$ cat config.mk
export PLATFORM = sky130hd
export DESIGN_NAME = sprite_compositor_flat
export DESIGN_NICKNAME = d
export VERILOG_FILES = /design/src/rtl/sprite_compositor_if.sv /design/src/rtl/sprite_compositor.sv /design/src/flat_wrapper.sv
export SDC_FILE = /design/constraint.sdc
export NUM_CORES = 1
export LEC_CHECK = 0
export CORE_MARGIN = 5
export CORE_UTILIZATION = 30
export CTS_CLUSTER_DIAMETER = 40
export CTS_CLUSTER_SIZE = 10
export DETAILED_ROUTE_END_ITERATION = 7
export PLACE_DENSITY_LB_ADDON = 0.2
export SLEW_MARGIN = 20
export SYNTH_ARGS = -nofsm -noshare
export SYNTH_HDL_FRONTEND = slang
export SYNTH_SLANG_ARGS = --single-unit
$ cat constraint.sdc
create_clock -name clk -period 2.5 [get_ports clk]
set_input_delay 0.25 -clock clk [delete_from_list [all_inputs] [get_ports clk]]
set_output_delay 0.25 -clock clk [all_outputs]
set_load 0.02 [all_outputs]
$ cat src/rtl/sprite_compositor_if.sv
// sprite_compositor_if: raster control, sprite descriptors and composited pixel/collision outputs
interface sprite_compositor_if #(
  parameter int N_SPR = 4,
  parameter int XW    = 10,
  parameter int YW    = 10,
  parameter int CW    = 8
);
  logic                  data_enable;
  logic                  frame;
  logic [N_SPR-1:0]      spr_en;
  logic [N_SPR*XW-1:0]   spr_x;
  logic [N_SPR*YW-1:0]   spr_y;
  logic [N_SPR*XW-1:0]   spr_w;
  logic [N_SPR*YW-1:0]   spr_h;
  logic [N_SPR*CW-1:0]   spr_color;
  logic [CW-1:0]         bg_color;
  logic [CW-1:0]         vga_out;
  logic                  pixel_valid;
  logic [XW-1:0]         pixel_x;
  logic [YW-1:0]         pixel_y;
  logic [N_SPR-2:0]      player_collision;
  logic                  coll_any;
  modport master (
    output data_enable, frame, spr_en, spr_x, spr_y, spr_w, spr_h, spr_color, bg_color,
    input  vga_out, pixel_valid, pixel_x, pixel_y, player_collision, coll_any
  );
  modport slave (
    input  data_enable, frame, spr_en, spr_x, spr_y, spr_w, spr_h, spr_color, bg_color,
    output vga_out, pixel_valid, pixel_x, pixel_y, player_collision, coll_any
  );
endinterface

$ cat src/rtl/sprite_compositor.sv
// sprite_compositor: priority-composites N_SPR rectangular sprites over the raster and flags player collisions per frame
module sprite_compositor #(
  parameter int N_SPR = 4,
  parameter int RES_H = 640,
  parameter int RES_V = 480,
  parameter int XW    = 10,
  parameter int YW    = 10,
  parameter int CW    = 8
) (
  input logic             clk,
  input logic             rst_n,
  sprite_compositor_if.slave bus
);
  logic [XW-1:0]    x;
  logic [YW-1:0]    y;
  logic [N_SPR-1:0] hit_c, hit;
  logic             de_d1;
  logic [CW-1:0]    col_c, vga;
  logic             pv;
  logic [N_SPR-2:0] acc, acc_nx, pc;
  logic             any;
  wire              x_last = x == XW'(RES_H - 1);
  wire              y_last = y == YW'(RES_V - 1);
  for (genvar k = 0; k < N_SPR; k++) begin : g_hit
    logic [XW:0] x_end;
    logic [YW:0] y_end;
    assign x_end = {1'b0, bus.spr_x[k*XW +: XW]} + {1'b0, bus.spr_w[k*XW +: XW]};
    assign y_end = {1'b0, bus.spr_y[k*YW +: YW]} + {1'b0, bus.spr_h[k*YW +: YW]};
    assign hit_c[k] = bus.spr_en[k] && x >= bus.spr_x[k*XW +: XW] && {1'b0, x} < x_end
                      && y >= bus.spr_y[k*YW +: YW] && {1'b0, y} < y_end;
  end
  // lowest-index hitting channel wins, background otherwise
  always_comb begin
    col_c = bus.bg_color;
    for (int k = N_SPR - 1; k >= 0; k--)
      if (hit[k]) col_c = bus.spr_color[k*CW +: CW];
  end
  assign acc_nx = acc | ({(N_SPR-1){de_d1 & hit[0]}} & hit[N_SPR-1:1]);
  // raster counters; frame restarts the scan and overrides data_enable
  always_ff @(posedge clk or negedge rst_n) begin
    if (!rst_n) begin
      x <= '0;
      y <= '0;
    end else if (bus.frame) begin
      x <= '0;
      y <= '0;
    end else if (bus.data_enable) begin
      x <= x_last ? '0 : x + 1'b1;
      if (x_last) y <= y_last ? '0 : y + 1'b1;
    end
  end
  // two-stage pixel pipeline: hit test, then colour select
  always_ff @(posedge clk or negedge rst_n) begin
    if (!rst_n) begin
      hit   <= '0;
      de_d1 <= 1'b0;
      vga   <= '0;
      pv    <= 1'b0;
    end else begin
      hit   <= hit_c;
      de_d1 <= bus.data_enable;
      vga   <= de_d1 ? col_c : '0;
      pv    <= de_d1;
    end
  end
  // collision accumulator, published and cleared on each frame pulse
  always_ff @(posedge clk or negedge rst_n) begin
    if (!rst_n) begin
      acc <= '0;
      pc  <= '0;
      any <= 1'b0;
    end else if (bus.frame) begin
      pc  <= acc_nx;
      any <= |acc_nx;
      acc <= '0;
    end else begin
      acc <= acc_nx;
    end
  end
  assign bus.pixel_x          = x;
  assign bus.pixel_y          = y;
  assign bus.vga_out          = vga;
  assign bus.pixel_valid      = pv;
  assign bus.player_collision = pc;
  assign bus.coll_any         = any;
endmodule

$ cat src/flat_wrapper.sv
// flat-port wrapper written by rule: the top's interface ports become plain ports
module sprite_compositor_flat 
#(
  parameter int N_SPR = 4,
  parameter int RES_H = 640,
  parameter int RES_V = 480,
  parameter int XW    = 10,
  parameter int YW    = 10,
  parameter int CW    = 8
)
  (clk, rst_n, bus_data_enable, bus_frame, bus_spr_en, bus_spr_x, bus_spr_y, bus_spr_w, bus_spr_h, bus_spr_color, bus_bg_color, bus_vga_out, bus_pixel_valid, bus_pixel_x, bus_pixel_y, bus_player_collision, bus_coll_any);
  sprite_compositor_if #(.N_SPR(N_SPR), .XW(XW), .YW(YW), .CW(CW)) bus_i ();
  input logic clk;
  input logic rst_n;
  input wire logic [$bits(bus_i.data_enable)-1:0] bus_data_enable;
  input wire logic [$bits(bus_i.frame)-1:0] bus_frame;
  input wire logic [$bits(bus_i.spr_en)-1:0] bus_spr_en;
  input wire logic [$bits(bus_i.spr_x)-1:0] bus_spr_x;
  input wire logic [$bits(bus_i.spr_y)-1:0] bus_spr_y;
  input wire logic [$bits(bus_i.spr_w)-1:0] bus_spr_w;
  input wire logic [$bits(bus_i.spr_h)-1:0] bus_spr_h;
  input wire logic [$bits(bus_i.spr_color)-1:0] bus_spr_color;
  input wire logic [$bits(bus_i.bg_color)-1:0] bus_bg_color;
  output wire logic [$bits(bus_i.vga_out)-1:0] bus_vga_out;
  output wire logic [$bits(bus_i.pixel_valid)-1:0] bus_pixel_valid;
  output wire logic [$bits(bus_i.pixel_x)-1:0] bus_pixel_x;
  output wire logic [$bits(bus_i.pixel_y)-1:0] bus_pixel_y;
  output wire logic [$bits(bus_i.player_collision)-1:0] bus_player_collision;
  output wire logic [$bits(bus_i.coll_any)-1:0] bus_coll_any;
  assign bus_i.data_enable = bus_data_enable;
  assign bus_i.frame = bus_frame;
  assign bus_i.spr_en = bus_spr_en;
  assign bus_i.spr_x = bus_spr_x;
  assign bus_i.spr_y = bus_spr_y;
  assign bus_i.spr_w = bus_spr_w;
  assign bus_i.spr_h = bus_spr_h;
  assign bus_i.spr_color = bus_spr_color;
  assign bus_i.bg_color = bus_bg_color;
  assign bus_vga_out = bus_i.vga_out;
  assign bus_pixel_valid = bus_i.pixel_valid;
  assign bus_pixel_x = bus_i.pixel_x;
  assign bus_pixel_y = bus_i.pixel_y;
  assign bus_player_collision = bus_i.player_collision;
  assign bus_coll_any = bus_i.coll_any;
  sprite_compositor #(.N_SPR(N_SPR), .RES_H(RES_H), .RES_V(RES_V), .XW(XW), .YW(YW), .CW(CW)) u_core (.clk(clk), .rst_n(rst_n), .bus(bus_i));
endmodule
# [Word level (Yosys, flattened, before mapping)]
# Index checks and enable logic that the tools add are counted.
[totals] ff_bits=41 wordCells=73 input_bits=208
[op_classes] n_lt_le_gt_ge=16 reduce_logical=20 bitwise=3 addsub=10 n_mux=13 eq_ne=2
[op_table] op="10-bit by 10-bit adder with 11-bit output" count=8
[op_table] op="10-bit by 11-bit less-than comparator with 1-bit output" count=8
[op_table] op="10-bit greater-or-equal comparator" count=8
[op_table] op="10-bit two-way mux" count=7
[op_table] op="8-bit two-way mux" count=5
[op_table] op="10-bit by 1-bit adder with 10-bit output, second input constant" count=2
[op_table] op="1-bit logical AND" count=16
[op_table] op="10-bit equality test, second input constant" count=1
[op_table] op="10-bit by 9-bit equality test with 1-bit output, second input constant" count=1
[op_table] op="2-bit nonzero test" count=2
[op_table] op="3-bit bitwise AND" count=1
[op_table] op="3-bit two-way mux" count=1
[op_table] op="3-bit OR" count=1
[op_table] op="3-bit OR reduction" count=1
[op_table] op="2-bit AND reduction" count=1
[op_table] op="1-bit bitwise AND" count=1

# [Logic depth before layout (Yosys ltp)]
# Gate-level depths: netlist of run 1.
[logic_depth] word_depth=5 mapped_depth=14 mapped_depth_nobuf=14

# [Least setup slack after synthesis of run 1]
# No wires, ideal clock.
[synth_path] kind="input-to-reg" startpoint="input bus_spr_w[10]" endpoint="register u_core.hit[1]" setup_ns=0.099 slack_ns=-0.303 arrival_ns=2.704 n_path_buf=0 stages=12 cell_sequence="ha_1 -> fa_1 -> a21o_1 -> a21oi_1 -> xor2_1 -> ha_1 -> a21o_1 -> a2111oi_2 -> o21ai_1 -> a311oi_2 -> a311oi_1 -> a311oi_1"
[synth_between] elab_chain_cells=5
[synth_rtl] item="from (decl)" line="flat_wrapper.sv:20" rtl="input wire logic [$bits(bus_i.spr_w)-1:0] bus_spr_w;"
[synth_rtl] item="10-bit by 10-bit adder with 11-bit output" line="sprite_compositor.sv:27" rtl="assign x_end = {1'b0, bus.spr_x[k*XW +: XW]} + {1'b0, bus.spr_w[k*XW +: XW]};"
[synth_rtl] item="10-bit by 11-bit less-than comparator with 1-bit output" line="sprite_compositor.sv:29" rtl="assign hit_c[k] = bus.spr_en[k] && x >= bus.spr_x[k*XW +: XW] && {1'b0, x} < x_end"
[synth_rtl] item="1-bit logical AND" line="sprite_compositor.sv:29"
[synth_rtl] item="1-bit logical AND (2 in a row)" line="sprite_compositor.sv:30" rtl="&& y >= bus.spr_y[k*YW +: YW] && {1'b0, y} < y_end;"
[synth_rtl] item="net u_core.hit_c[1]" line="sprite_compositor.sv:16" rtl="logic [N_SPR-1:0] hit_c, hit;"
[synth_rtl] item="to (signal assigned)" line="sprite_compositor.sv:60" rtl="hit <= hit_c;"
[synth_rtl] item="to (decl)" line="sprite_compositor.sv:16"
# The timed path passes the listed nets, and every way through them passes these cells.
# A chain may end at the register's enable or synchronous reset.

# [Final worst setup path of run 1]
[layout_path] startpoint="input bus_spr_x[20]" endpoint="register u_core.hit[2]"
[layout_between] elab_chain_cells=5 word_cells_on_any_way=7 classes_between="1 x add/sub; 2 x order compare; 4 x reduce/logical"
[layout_rtl] item="from (decl)" line="flat_wrapper.sv:18" rtl="input wire logic [$bits(bus_i.spr_x)-1:0] bus_spr_x;"
[layout_rtl] item="10-bit by 10-bit adder with 11-bit output / 10-bit greater-or-equal comparator (equally long branches)" line="sprite_compositor.sv:27, sprite_compositor.sv:29"
[layout_rtl] item="10-bit by 11-bit less-than comparator with 1-bit output / 1-bit logical AND (equally long branches)" line="sprite_compositor.sv:29"
[layout_rtl] item="1-bit logical AND *" line="sprite_compositor.sv:29"
[layout_rtl] item="1-bit logical AND * (2 in a row)" line="sprite_compositor.sv:30"
[layout_rtl] item="net u_core.hit_c[2]" line="sprite_compositor.sv:16"
# Mark *: on every way through the listed nets, which the timed path passes. The rest lies on a longest branch.

==> flow_summary_export.csv, run 1 <==
group,metric,value,unit
outcome,status,"complete, but fails checks",
outcome,violations,"setup timing",
worst_setup_path,cpPeakStageDelay,0.39,ns
worst_setup_path,crit_required,2.67,ns
cells_and_area,nNetsFinal,1928,
logic_synthesis,synth_xor_area_share,7.088,%
worst_setup_path,path_max_fanout,2,
floorplanning,pin_count,241,
worst_setup_path,crit_path_end_kind,"flip-flop",
grt,antenna_found_initial,3,
logic_synthesis,yosys.area_share.simple,14.69,%
cells_and_area,area.growth.synth_to_final,61.11,%
cts,cts_root_buf,"clkbuf_16",
cts,htreeDepth,2,
power,power,3.986,mW
floorplanning,die_area,31890,um^2
cts,cts.sinks,41,
worst_setup_path,path_cells,"buf_8 > ha_4 > fa_2 > a21oi_2 > o211ai_1 > o41ai_2 > xor2_1 > ha_1 > o21ai_0 > nand2b_1 > a21oi_1 > a211oi_2 > o221ai_4 > o211a_1",
logic_synthesis,synth_top_family_by_area,"adder cells",
power,vdd_ir_drop_max,0.0002131,V
timing,slew_violations,0,
placed_design,dpl.hpwl,24890,um
worst_setup_path,arrival,2.93,ns
logic_synthesis,synth_ff_type,"dfrtp_1",
worst_setup_path,critical-path-top-delay-family,"compound AO/OA/AOI/OAI gates",
drt,drt-total-wl,30040,um
timing,fin_tns_setup,-0.7343,ns
drt,drtIter0Drc,284,
cts,clk_latency,0.29,ns
timing,relSlewSlack,57.59,%
power,p_leak,6.609,nW
logic_synthesis,synth_compound_area_share,23.25,%
grt,grt_overflow,0,
logic_synthesis,seq_area_frac_synth,12.03,%
hold_path,hold_class,"input pin to async pin",
floorplanning,num_rows,61,
logic_synthesis,synthDistinctLibCells,61,
placed_design,pre_cts_ws,-1.052,ns
worst_setup_path,crit_buf_inv,1,
logic_synthesis,synth_top_cell_by_area,"ha_1",
worst_setup_path,critical_path_class,"input pin to flip-flop",
cells_and_area,postLayoutCoreUtil,49.17,%
logic_synthesis,synth_top_area_share,34.34,%
logic_synthesis,synth.most_common_cell,"ha_1",
grt,grt_max_degree,26,
grt,grt_use_total,17.89,%
logic_synthesis,yosysWarnings,0,
drt,viasPerCell,4.918,
logic_synthesis,postSynth.asyncResetShare,100.0,%
worst_setup_path,cpMaxStageDelayCell,"o41ai_2",
logic_synthesis,syn_area,8526,um^2
timing,max_freq,362.4,MHz
timing,fin_ws,-0.2593,ns
logic_synthesis,yosys-top-cells-area,"ha_1 (34%), dfrtp_1 (12%), o21ai_0 (5.0%)",
logic_synthesis,syn_nets,1496,
floorplanning,die_height,178.6,um
grt,grt_pass1_wl,46540,um
logic_synthesis,synth_adder_area_share,36.22,%
floorplanning,die_x,178.6,um
timing,skew,0.007152,ns
drt,drc,0,
cts,cts_tree,"yes",
placed_design,io_buffer_count,240,
drt,ant_nets,0,
worst_setup_path,start_kind,"input pin",
timing,worst_pin_slew,0.6362,ns
grt,first_global_vias,9401,
logic_synthesis,ys_ff_latch,41,
floorplanning,core_area,27930,um^2
logic_synthesis,syn-mean-instance-area,8.151,um^2
drt,wl_per_cell,16.17,um
timing,hold_violations,0,
timing,fin_crit_sh,110.4,%
floorplanning,initial_core_util,30.52,%
drt,dr.pass1.iters,4,
timing,rsz0062_at_grt,"true",
logic_synthesis,synth_common_cells,"ha_1 (234), inv_1 (95), nor2_1 (87), o21ai_0 (85), a21oi_1 (69)",
cts,clock_path_buffers,2,
drt,num_vias,9138,
timing,layout_min_cycle_time,2.759,ns
cts,cts_buffers,5,
timing,final-setup-viol-count,4,
placed_design,gp_congestion,0.8326,
logic_synthesis,postSynthCellCount,1046,
power,p_per_area,290.2,nW/um^2
logic_synthesis,synthMuxAreaShare,1.878,%
run,drv_cap,0,
cells_and_area,drive_gt1_share,23.53,%
logic_synthesis,synth_edf_count,0,
cts,clkTransAtPathRegs,0.06,ns
-- through the flow --
step / instances / hold slack, ns / instance area, um^2
final: 1858 / 0.5052 / 13740
after global routing: 1858 / 0.5445 / 13740
after CTS: 1851 / 0.5110 / 13510
after detailed placement: 1823 / 0.3008 / 12690
after global placement: 1823 / 0.2873 / 12690
after floorplan: 1046 / -0.04559 / 8596
-- what timing repair did --
item / CTS / global route
hold buffers: 1 / 0
gates cloned: 0 / 0
endpoints found under the setup margin: 4 / 4
setup buffers: 19 / 9
resized for setup: 219 / 57
pin swaps: 104 / 59
hold endpoints to repair: 14 / 0
-- path summary, 6_finish.rpt --
path	endpoint	cells after the start	from	slack, ns
worst min-delay path	u_core.bus.vga_out[0]$_DFF_PN0_	2	rst_n	0.51
worst max-delay path	u_core.hit[2]$_DFF_PN0_	14	bus_spr_x[20]	-0.26
worst min register to register	u_core.acc[2]$_DFF_PN0_	2	u_core.acc[2]$_DFF_PN0_	0.51
max in group asynchronous	u_core.acc[1]$_DFF_PN0_	3	rst_n	1.41
min in group clk	u_core.acc[2]$_DFF_PN0_	2	u_core.acc[2]$_DFF_PN0_	0.51
worst max register to register	u_core.hit[3]$_DFF_PN0_	6	u_core.bus.pixel_y[5]$_DFFE_PN0P_	0.12
-- logic make-up (layout without fill, tap and decap cells) --
group           count (synthesis)  after routing
compound gates                306            306
simple gates                  265            265
fa+ha+maj                     242            242
flops                          41             41
mux                            16             16
buf+inv                       107            540
other cells                     0              1
xor+xnor                       69             69
-- cell usage in the layout, fill, tap and decap left out, types with 40 or more instances in the layout --
master and count:
ha_1 195, buf_4 195, clkdlybuf4s50_1 165, inv_1 95, nor2_1 85, o21ai_0 67, nand2_1 55, a21oi_1 50
dfrtp_1 41, xor2_1 40
-- worst register-to-register path: stages (launching register included) --
cell       delay, ns
dfrtp_1         0.46
ha_1            0.34
a2111oi_0       0.44
o21ai_0         0.24
a2111oi_0       0.45
nor2_1          0.16
o2111a_1        0.18
-- flip-flops by register name, summed over array words and instances (netlist names) --
register / count
u_core.hit: 4
u_core.acc: 3
u_core.bus.vga_out: 8
u_core.bus.pixel_y: 10
u_core.bus.pixel_x: 10
u_core.de_d1: 1
u_core.bus.player_collision: 3
u_core.bus.pixel_valid: 1
u_core.bus.coll_any: 1
-- layout make-up --
type	count	area (um^2)
Sequential cell	41	1026
Clock inverter	2	37.54
Inverter	95	356.6
Tap cell	378	473.0
Fill cell	2740	14200
Clock buffer	6	138.9
Timing Repair Buffer	437	3846
Multi-Input combinational cell	898	7855
Antenna cell	1	2.502
-- power by group --
part / total [mW] / switching, mW / internal [mW]
Combinational: 2.49 / 1.14 / 1.35
Sequential: 0.732 / 0.0416 / 0.691
Clock: 0.767 / 0.269 / 0.498
Total: 3.99 / 1.45 / 2.54
-- layer usage --
| layer | vias to the layer above | global-route usage [%] | part of all wire (%) |
|---|---|---|---|
| li1 | 4713 | - | - |
| met1 | 4205 | 23.37 | 46 |
| met2 | 188 | 31.78 | 48 |
| met3 | 28 | 2.501 | 4.5 |
| met4 | 4 | 3.006 | 1.3 |
| met5 | - | 0 | 0.083 |
Note: power is estimated with default switching activity, not from simulation.
==> run 2: changes to the inputs <==
--- a/config.mk
+++ b/config.mk
@@ -11,6 +11,7 @@
 export CTS_CLUSTER_SIZE = 10
 export DETAILED_ROUTE_END_ITERATION = 7
 export PLACE_DENSITY_LB_ADDON = 0.2
+export SKIP_LAST_GASP = 1
 export SLEW_MARGIN = 20
 export SYNTH_ARGS = -nofsm -noshare
 export SYNTH_HDL_FRONTEND = slang
==> flow_summary_export.csv, run 2 (synthesis gave the netlist of run 1 again) <==
group,metric,value,unit
outcome,status,"complete, but fails checks",
outcome,violations,"setup timing",
cells_and_area,nNetsFinal,1925,
worst_setup_path,arrival,2.95,ns
worst_setup_path,crit_required,2.67,ns
drt,ant_nets,0,
cts,cts.sinks,41,
timing,fin_tns_setup,-0.7566,ns
grt,met1_usage,23.37,%
timing,fin_ws,-0.2779,ns
grt,grt_max_degree,26,
timing,rsz0062_at_grt,"true",
cts,cts_buffers,5,
worst_setup_path,crit_path_end_kind,"flip-flop",
cts,clkTransAtPathRegs,0.06,ns
drt,wl_per_cell,16.09,um
grt,top_usage_layer,"met2",
grt,grt_overflow,0,
placed_design,io_buffer_count,240,
cells_and_area,final_cell_mix,"ha_1 (197), buf_4 (192), clkdlybuf4s50_1 (167)",
placed_design,dpl.hpwl,24890,um
floorplanning,die_height,178.6,um
grt,grt_use_total,17.89,%
run,drv_cap,0,
power,vdd_ir_drop_max,0.0002129,V
timing,relSlewSlack,57.63,%
placed_design,dpl_cell_area,12690,um^2
placed_design,pre_cts_ws,-1.052,ns
cts,clk_latency,0.29,ns
timing,max_freq,360.0,MHz
hold_path,hold_class,"input pin to async pin",
cts,cts_tree,"yes",
cells_and_area,area.growth.synth_to_final,60.68,%
drt,num_vias,9156,
grt,globalRouteMet2Util,31.76,%
placed_design,gp_congestion,0.8326,
cells_and_area,layout_commonest_cell,"ha_1",
cells_and_area,stdcell_count,1855,
worst_setup_path,start_kind,"input pin",
timing,layout_min_cycle_time,2.778,ns
cts,clock_path_buffers,2,
cells_and_area,fin_area,13700,um^2
timing,final-setup-viol-count,4,
timing,worst_pin_slew,0.6355,ns
cells_and_area,postLayoutCoreUtil,49.04,%
timing,hold_ws,0.5034,ns
cts,cts_root_buf,"clkbuf_16",
placed_design,place_inst,1823,
timing,slew_violations,0,
timing,skew,0.006799,ns
floorplanning,die_area,31890,um^2
grt,first_global_vias,9404,
worst_setup_path,path_max_fanout,2,
worst_setup_path,critical_path_class,"input pin to flip-flop",
floorplanning,die_x,178.6,um
timing,fin_crit_sh,111.1,%
floorplanning,pin_count,241,
cells_and_area,drive_gt1_share,23.04,%
drt,dr.pass1.iters,5,
power,p_per_area,289.8,nW/um^2
cts,htreeDepth,2,
drt,viasPerCell,4.936,
grt,antenna_found_initial,3,
floorplanning,num_rows,61,
floorplanning,initial_core_util,30.52,%
timing,hold_violations,0,
drt,drt-total-wl,29850,um
power,power,3.970,mW
power,p_leak,6.606,nW
grt,use_met3,2.501,%
grt,grt_pass1_wl,46530,um
drt,drc,0,
drt,drtIter0Drc,306,
floorplanning,core_area,27930,um^2
==> run 2: changes by cell type in the layout (fill, tap and decap cells not counted), sizes merged <==
| cell | change |
|---|---|
| dlymetal6s2s | +2 |
| clkdlybuf4s15 | -2 |
| buf | -3 |
| clkdlybuf4s50 | +2 |
| dlygate4sd2 | +1 |
| clkbuf | -3 |
==> run 2: critical path: stages <==
cell and delay (ns):
buf_8 0.10, ha_4 0.15, fa_2 0.37, a21oi_2 0.17, o211ai_1 0.13, o41ai_2 0.38, xor2_1 0.12, ha_1 0.34
o21ai_1 0.08, nand2b_1 0.10, a21oi_2 0.06, a211oi_2 0.29, o221ai_4 0.21, o211a_1 0.17
==> run 2: worst paths after layout <==
| check | from | end | slack (ns) | depth (start not counted) |
|---|---|---|---|---|
| min | rst_n | u_core.bus.vga_out[0]$_DFF_PN0_ | 0.50 | 2 |
| max in group asynchronous | rst_n | u_core.acc[1]$_DFF_PN0_ | 1.42 | 3 |
| min in group clk | u_core.acc[2]$_DFF_PN0_ | u_core.acc[2]$_DFF_PN0_ | 0.51 | 2 |
| min reg2reg | u_core.acc[2]$_DFF_PN0_ | u_core.acc[2]$_DFF_PN0_ | 0.51 | 2 |
| max | bus_spr_x[20] | u_core.hit[2]$_DFF_PN0_ | -0.28 | 14 |
| max reg2reg | u_core.bus.pixel_y[5]$_DFFE_PN0P_ | u_core.hit[3]$_DFF_PN0_ | 0.12 | 6 |
==> run 2: report_power, final <==
group	switching, mW	total [mW]	internal, mW
logic	1.13	2.47	1.34
registers	0.0419	0.733	0.691
clock network	0.267	0.765	0.498
total	1.44	3.97	2.53
==> run 2: what timing repair did <==
item | 4_1_cts | 5_1_grt
hold buffers | 1 | 0
gates resized for setup | 209 | 52
pin swaps | 104 | 56
endpoints found under the hold margin | 14 | 0
gates cloned | 0 | 0
setup buffers | 19 | 4
setup endpoints to repair | 4 | 4
==> run 2: metal layers <==
metal / vias to the layer above / wire length (um)
met5: - / 25
met4: 4 / 398
met3: 28 / 1321
met2: 194 / 14330
met1: 4223 / 13770
li1: 4707 / -
==> run 2: layout make-up <==
type	instances	area (um^2)
diodes	1	2.502
clock buffers	6	138.9
clock inverters	2	37.54
fillers	2752	14230
inverters	95	356.6
multi-input cells	898	7826
flip-flops and latches	41	1026
well taps	378	473.0
repair buffers	434	3839
